**src/rtl/nihilist_stream_decrypt_if.sv**
```systemverilog
// Cipher-in / plaintext-out stream bundle for the Nihilist decrypter.
// The slave modport is the decrypter's side; the master modport is its environment.
interface nihilist_stream_decrypt_if;
  localparam int unsigned DATA_W = 8;

  logic              i_w_valid;
  logic [DATA_W-1:0] i_w_data;
  logic              i_w_last;
  logic              o_r_ready;
  logic              o_r_valid;
  logic [DATA_W-1:0] o_r_data;
  logic              o_r_last;
  logic              o_r_key_err;
  logic              i_w_ready;

  modport slave (
    input  i_w_valid, i_w_data, i_w_last, i_w_ready,
    output o_r_ready, o_r_valid, o_r_data, o_r_last, o_r_key_err
  );

  modport master (
    output i_w_valid, i_w_data, i_w_last, i_w_ready,
    input  o_r_ready, o_r_valid, o_r_data, o_r_last, o_r_key_err
  );
endinterface

```
**src/rtl/nihilist_stream_decrypt.sv**
```systemverilog
// Byte-serial Nihilist decrypter: subtracts the repeating key's Polybius position
// from each cipher byte and maps the difference back through the fixed 5x5 square.
module nihilist_stream_decrypt #(
  parameter int unsigned p_secret_length = 6
) (
  input  logic                           i_w_clk,
  input  logic                           i_w_rst,
  input  logic                           i_w_start,
  input  logic [p_secret_length*8-1:0]   i_w_secret,
  nihilist_stream_decrypt_if.slave       strm_io,
  output logic [7:0]                     o_r_count
);
  localparam int unsigned KEY_W  = p_secret_length * 8;
  localparam int unsigned J_W    = (p_secret_length > 1) ? $clog2(p_secret_length) : 1;
  localparam int unsigned BYTE_W = 8;

  typedef enum logic [1:0] {ST_IDLE, ST_RUN, ST_DRAIN} state_e;

  state_e              state_q, state_d;
  logic [KEY_W-1:0]    secret_q, secret_d;
  logic [J_W-1:0]      j_q, j_d;
  logic [BYTE_W-1:0]   count_q, count_d;
  logic                valid_q, valid_d;
  logic [BYTE_W-1:0]   data_q, data_d;
  logic                last_q, last_d;
  logic                err_q, err_d;

  logic                ready_c, accept_c, out_take_c;
  logic [BYTE_W-1:0]   key_c, pos_c, diff_c, char_c;

  // Square position of a key letter (case-folded); 0 for anything outside the square.
  function automatic logic [7:0] key_pos(input logic [7:0] ch);
    logic [7:0] u;
    u = (ch >= 8'h61 && ch <= 8'h7a) ? ch - 8'd32 : ch;
    case (u)
      "D": key_pos = 8'd11;  "A": key_pos = 8'd12;  "N": key_pos = 8'd13;  "I": key_pos = 8'd14;  "E": key_pos = 8'd15;
      "L": key_pos = 8'd21;  "B": key_pos = 8'd22;  "C": key_pos = 8'd23;  "F": key_pos = 8'd24;  "G": key_pos = 8'd25;
      "H": key_pos = 8'd31;  "K": key_pos = 8'd32;  "M": key_pos = 8'd33;  "O": key_pos = 8'd34;  "P": key_pos = 8'd35;
      "Q": key_pos = 8'd41;  "R": key_pos = 8'd42;  "S": key_pos = 8'd43;  "T": key_pos = 8'd44;  "U": key_pos = 8'd45;
      "V": key_pos = 8'd51;  "W": key_pos = 8'd52;  "X": key_pos = 8'd53;  "Y": key_pos = 8'd54;  "Z": key_pos = 8'd55;
      default: key_pos = 8'd0;
    endcase
  endfunction

  // Letter at a square position; 0 means the difference is not a valid position.
  function automatic logic [7:0] square_char(input logic [7:0] d);
    case (d)
      8'd11: square_char = "D";  8'd12: square_char = "A";  8'd13: square_char = "N";  8'd14: square_char = "I";  8'd15: square_char = "E";
      8'd21: square_char = "L";  8'd22: square_char = "B";  8'd23: square_char = "C";  8'd24: square_char = "F";  8'd25: square_char = "G";
      8'd31: square_char = "H";  8'd32: square_char = "K";  8'd33: square_char = "M";  8'd34: square_char = "O";  8'd35: square_char = "P";
      8'd41: square_char = "Q";  8'd42: square_char = "R";  8'd43: square_char = "S";  8'd44: square_char = "T";  8'd45: square_char = "U";
      8'd51: square_char = "V";  8'd52: square_char = "W";  8'd53: square_char = "X";  8'd54: square_char = "Y";  8'd55: square_char = "Z";
      default: square_char = 8'd0;
    endcase
  endfunction

  always_ff @(posedge i_w_clk or posedge i_w_rst) begin
    if (i_w_rst) state_q <= ST_IDLE;
    else         state_q <= state_d;
  end

  always_comb begin
    state_d = state_q;
    case (state_q)
      ST_IDLE:  if (i_w_start) state_d = ST_RUN;
      ST_RUN:   if (accept_c && strm_io.i_w_last) state_d = ST_DRAIN;
      ST_DRAIN: if (out_take_c) state_d = ST_IDLE;
      default:  state_d = ST_IDLE;
    endcase
  end

  // Single output register: RUN accepts whenever the held byte is empty or leaving.
  always_comb begin
    ready_c = 1'b0;
    if (state_q == ST_RUN) ready_c = !valid_q || strm_io.i_w_ready;
  end

  assign accept_c   = strm_io.i_w_valid && ready_c;
  assign out_take_c = valid_q && strm_io.i_w_ready;

  // Key letter 0 sits in the most-significant byte of the secret.
  always_comb begin
    key_c = '0;
    for (int unsigned i = 0; i < p_secret_length; i++) begin
      if (j_q == J_W'(i)) key_c = secret_q[(p_secret_length-1-i)*8 +: 8];
    end
  end

  assign pos_c  = key_pos(key_c);
  assign diff_c = strm_io.i_w_data - pos_c;
  assign char_c = square_char(diff_c);

  always_comb begin
    secret_d = secret_q;
    j_d      = j_q;
    count_d  = count_q;
    valid_d  = valid_q;
    data_d   = data_q;
    last_d   = last_q;
    err_d    = err_q;
    if (state_q == ST_IDLE && i_w_start) begin
      secret_d = i_w_secret;
      j_d      = '0;
      count_d  = '0;
    end
    if (out_take_c) valid_d = 1'b0;
    if (accept_c) begin
      data_d  = (char_c != 8'd0) ? char_c : diff_c;
      err_d   = (pos_c == 8'd0);
      last_d  = strm_io.i_w_last;
      valid_d = 1'b1;
      count_d = count_q + 8'd1;
      j_d     = (j_q == J_W'(p_secret_length-1)) ? '0 : j_q + J_W'(1);
    end
  end

  always_ff @(posedge i_w_clk or posedge i_w_rst) begin
    if (i_w_rst) begin
      secret_q <= '0;
      j_q      <= '0;
      count_q  <= '0;
      valid_q  <= 1'b0;
      data_q   <= '0;
      last_q   <= 1'b0;
      err_q    <= 1'b0;
    end else begin
      secret_q <= secret_d;
      j_q      <= j_d;
      count_q  <= count_d;
      valid_q  <= valid_d;
      data_q   <= data_d;
      last_q   <= last_d;
      err_q    <= err_d;
    end
  end

  assign strm_io.o_r_ready   = ready_c;
  assign strm_io.o_r_valid   = valid_q;
  assign strm_io.o_r_data    = data_q;
  assign strm_io.o_r_last    = last_q;
  assign strm_io.o_r_key_err = err_q;
  assign o_r_count           = count_q;
endmodule

```
**src/flat_wrapper.sv**
```systemverilog
// flat-port wrapper written by rule: the top's interface ports become plain ports
module nihilist_stream_decrypt_flat 
#(
  parameter int unsigned p_secret_length = 6
)
  (i_w_clk, i_w_rst, i_w_start, i_w_secret, o_r_count, strm_io_i_w_valid, strm_io_i_w_data, strm_io_i_w_last, strm_io_i_w_ready, strm_io_o_r_ready, strm_io_o_r_valid, strm_io_o_r_data, strm_io_o_r_last, strm_io_o_r_key_err);
  nihilist_stream_decrypt_if strm_io_i ();
  input  logic i_w_clk;
  input  logic i_w_rst;
  input  logic i_w_start;
  input  logic [p_secret_length*8-1:0] i_w_secret;
  output logic [7:0] o_r_count;
  input wire logic [$bits(strm_io_i.i_w_valid)-1:0] strm_io_i_w_valid;
  input wire logic [$bits(strm_io_i.i_w_data)-1:0] strm_io_i_w_data;
  input wire logic [$bits(strm_io_i.i_w_last)-1:0] strm_io_i_w_last;
  input wire logic [$bits(strm_io_i.i_w_ready)-1:0] strm_io_i_w_ready;
  output wire logic [$bits(strm_io_i.o_r_ready)-1:0] strm_io_o_r_ready;
  output wire logic [$bits(strm_io_i.o_r_valid)-1:0] strm_io_o_r_valid;
  output wire logic [$bits(strm_io_i.o_r_data)-1:0] strm_io_o_r_data;
  output wire logic [$bits(strm_io_i.o_r_last)-1:0] strm_io_o_r_last;
  output wire logic [$bits(strm_io_i.o_r_key_err)-1:0] strm_io_o_r_key_err;
  assign strm_io_i.i_w_valid = strm_io_i_w_valid;
  assign strm_io_i.i_w_data = strm_io_i_w_data;
  assign strm_io_i.i_w_last = strm_io_i_w_last;
  assign strm_io_i.i_w_ready = strm_io_i_w_ready;
  assign strm_io_o_r_ready = strm_io_i.o_r_ready;
  assign strm_io_o_r_valid = strm_io_i.o_r_valid;
  assign strm_io_o_r_data = strm_io_i.o_r_data;
  assign strm_io_o_r_last = strm_io_i.o_r_last;
  assign strm_io_o_r_key_err = strm_io_i.o_r_key_err;
  nihilist_stream_decrypt #(.p_secret_length(p_secret_length)) u_core (.i_w_clk(i_w_clk), .i_w_rst(i_w_rst), .i_w_start(i_w_start), .i_w_secret(i_w_secret), .strm_io(strm_io_i), .o_r_count(o_r_count));
endmodule
```
**config.mk**
```make
export PLATFORM = sky130hd
export DESIGN_NAME = nihilist_stream_decrypt_flat
export DESIGN_NICKNAME = d
export VERILOG_FILES = /design/src/rtl/nihilist_stream_decrypt_if.sv /design/src/rtl/nihilist_stream_decrypt.sv /design/src/flat_wrapper.sv
export SDC_FILE = /design/constraint.sdc
export NUM_CORES = 1
export LEC_CHECK = 0
export ABC_CLOCK_PERIOD_IN_PS = 7600
export CORE_MARGIN = 3
export CORE_UTILIZATION = 45
export DETAILED_ROUTE_END_ITERATION = 8
export PLACE_DENSITY = 0.74
export SYNTH_ARGS = -nofsm -noshare
export SYNTH_HDL_FRONTEND = slang
export SYNTH_SLANG_ARGS = --single-unit
export TNS_END_PERCENT = 5
```
**constraint.sdc**
```tcl
create_clock -name i_w_clk -period 7.6 [get_ports i_w_clk]
set_clock_uncertainty 0.1 [all_clocks]
set_input_delay 1.52 -clock i_w_clk [delete_from_list [all_inputs] [get_ports i_w_clk]]
set_output_delay 1.52 -clock i_w_clk [all_outputs]
set_load 0.02 [all_outputs]
```
==> metrics.cfg <==
[status]
outcome=complete, no violations

[finish]
area_growth_pct=23.5
drive_gt1_share_pct=6.94
antennaDiodeCount=0
n_fill_cell=880
final_core_util_pct=58.2
fin_nets=709

[worst_hold_path]
hold_path.startpoint=u_core.secret_q[3]
worstHoldPathCells=2
hold_class=flop to flop
worstHoldEndpoint=u_core.secret_q[3]

[yosys]
synth_top_area_share_pct=38.6
synth.top_cells.by_area=dfrtp_1 39%, nand2_1 14%, ha_1 4.6%
ys.warnings.count=0
synth.net_count=644
synth_flop_cell=dfrtp_1
yosys-top-cells-count=168 x nand2_1, 72 x dfrtp_1, 31 x o21ai_0
synthDistinctLibCells=67
synth_edf_count=0
yosysTopAreaCell=dfrtp_1
synthArstFlopShare_pct=100
synth-seq-cells=72
syn-cell-area_sq_um=4670
ys_seq_area_share_pct=38.6
syn_area_per_cell_sq_um=8.28
synth_cells=564
yosysMostFrequentCell=nand2_1

[floorplanning]
start_util_pct=47.1
die-width_microns=108
die_h_microns=108
rows=36
io_pins=82
die_area_sq_um=11600
core_sq_um=9910

[sta]
hold_ws_ps=373
slew_viol_final=0
max_freq_mhz=147
rsz0062_at_grt=no
min_period_ps=6800
tns_ps=0
timing.slew.headroom_pct=24.6
finalCritPeriodShare_pct=89.5
tightest_slew_ps=1120
hold_violations=0
finalSetupViolCount=0

[setup_path]
reg2reg_depth=17
r2r_end=u_core.strm_io.o_r_data[5]
worstSetupStartpointType=flop
ff2ff_setup_slack_ps=800
path_cells=and2_1 > ha_1 > a221oi_1 > o31ai_1 > nand3_1 > a31oi_1 > nor2_1 > o21a_1 > fa_1 > nor2b_1 > o22ai_2 > xnor2_1 > nor3_1 > a221oi_2 > a21oi_1 > nor4_2 > a32o_1
cpPeakStageDelay_ps=970
crit_required_ps=7780
crit_arrival_ps=6980
crit_type=flop to flop
cp-end-kind=flop
crit_family=compound AO/OA/AOI/OAI gates
crit_buf_inv=0
worst_r2r_startpoint=u_core.j_q[1]
slowest_stage=o31ai_1
cp_max_fo=24

[clocking]
cts.sinks=72
clock_latency_ps=340
post_cts_buffers=0
htreeDepth=3
cts_tree=yes
ctsResizeCount=0
cts-buffers-inserted=9
cts_root_buf=clkbuf_8
cts_hold_buf=0
cts_max_path_buffers=2
clk_pin_slew_ps=80

[detailed_routing]
vias=4383
vias_per_cell=5.71
first_iter_violations=286
drc=0
drtAntennaViolNets=0
dr.pass1.iters=5
wl_per_cell_microns=15.3
totalWireLength_mm=11.8

[global_routing]
grt_pass1_vias=4186
grt_first_pass_wirelength_mm=19.6
overflow=0
grt_antenna_before_repair=0
grt_util_all_layers_pct=20.7
grt_max_degree=73

[job]
maxCapViolations=0

[place]
io_buffers=81
gp_congestion=0.944
place_hpwl_mm=8.62

final cells by class:
cell class,count,area [sq um],share of cell area (%)
inverters,16,60.1,1.04
multi-input cells,443,2660,46.2
clock buffers,10,128,2.21
clock inverters,6,90.1,1.56
well taps,133,166,2.89
flip-flops and latches,72,1800,31.3
repair buffers,87,856,14.8
state kept, by name, summed over array words and instances (netlist names):
signal / flops
u_core.secret_q: 48
u_core.o_r_count: 8
u_core.strm_io.o_r_data: 8
u_core.j_q: 3
u_core.state_q: 2
u_core.strm_io.o_r_key_err: 1
u_core.strm_io.o_r_last: 1
u_core.strm_io.o_r_valid: 1
worst max path at each step:
stage / cells past startpoint / startpoint / slack [ps] / end
after detailed placement: 17 / u_core.j_q[1] / 990 / u_core.strm_io.o_r_data[5]
after floorplan: 25 / u_core.j_q[0] / 1800 / u_core.strm_io.o_r_data[5]
final: 17 / u_core.j_q[1] / 800 / u_core.strm_io.o_r_data[5]
after CTS: 17 / u_core.j_q[0] / 960 / u_core.strm_io.o_r_data[5]
after global placement: 17 / u_core.j_q[1] / 1290 / u_core.strm_io.o_r_data[5]
after global routing: 17 / u_core.j_q[1] / 320 / u_core.strm_io.o_r_data[3]
through the flow:
| stage | cells | setup slack [ps] | cell area (sq um) |
|---|---|---|---|
| after floorplan | 564 | 1800 | 4670 |
| after global placement | 751 | 1290 | 5550 |
| after detailed placement | 751 | 986 | 5550 |
| after CTS | 767 | 964 | 5760 |
| after global routing | 767 | 320 | 5760 |
| final | 767 | 802 | 5760 |
logic make-up (layout without fill, tap and decap cells):
family          Yosys count  in the layout  share of synthesized area (%)
xor+xnor                 10             10                           1.88
buf+inv                  49            119                           4.37
flops                    72             72                           38.6
mux                      22             22                           5.01
simple gates            263            263                           24.9
fa+ha+maj                18             18                           4.99
compound gates          130            130                           20.3
layout by cell type (no fill, tap or decap), types with 11 or more instances in the layout:
| master | Yosys | final |
|---|---|---|
| a21oi_1 | 19 | 19 |
| nand3_1 | 19 | 19 |
| mux2_2 | 11 | 11 |
| dfrtp_1 | 72 | 72 |
| ha_1 | 17 | 17 |
| nand2_1 | 168 | 168 |
| nor2_1 | 25 | 25 |
| clkdlybuf4s50_1 | 0 | 81 |
| inv_1 | 16 | 15 |
| o21ai_0 | 31 | 31 |
| mux2i_1 | 11 | 11 |
tightest hold or removal path, stage by stage, from the launching register on:
cell     delay [ps]
dfrtp_1         340
nand2_1          50
nand2_1          50
metal layers:
| layer | share of wire [%] | global-route usage (%) | wire (microns) | vias to the layer above |
|---|---|---|---|---|
| met3 | 5.7 | 3.72 | 669 | 19 |
| met1 | 43 | 26.6 | 5020 | 2082 |
| met5 | 0 | 0 | 0 | - |
| li1 | - | - | - | 2121 |
| met2 | 50 | 35.6 | 5890 | 161 |
| met4 | 1.6 | 5.95 | 185 | 0 |
Power is left out: the tool's default activity adds up to more than one toggle a clock period on the data nets, which glitch-free logic cannot reach.
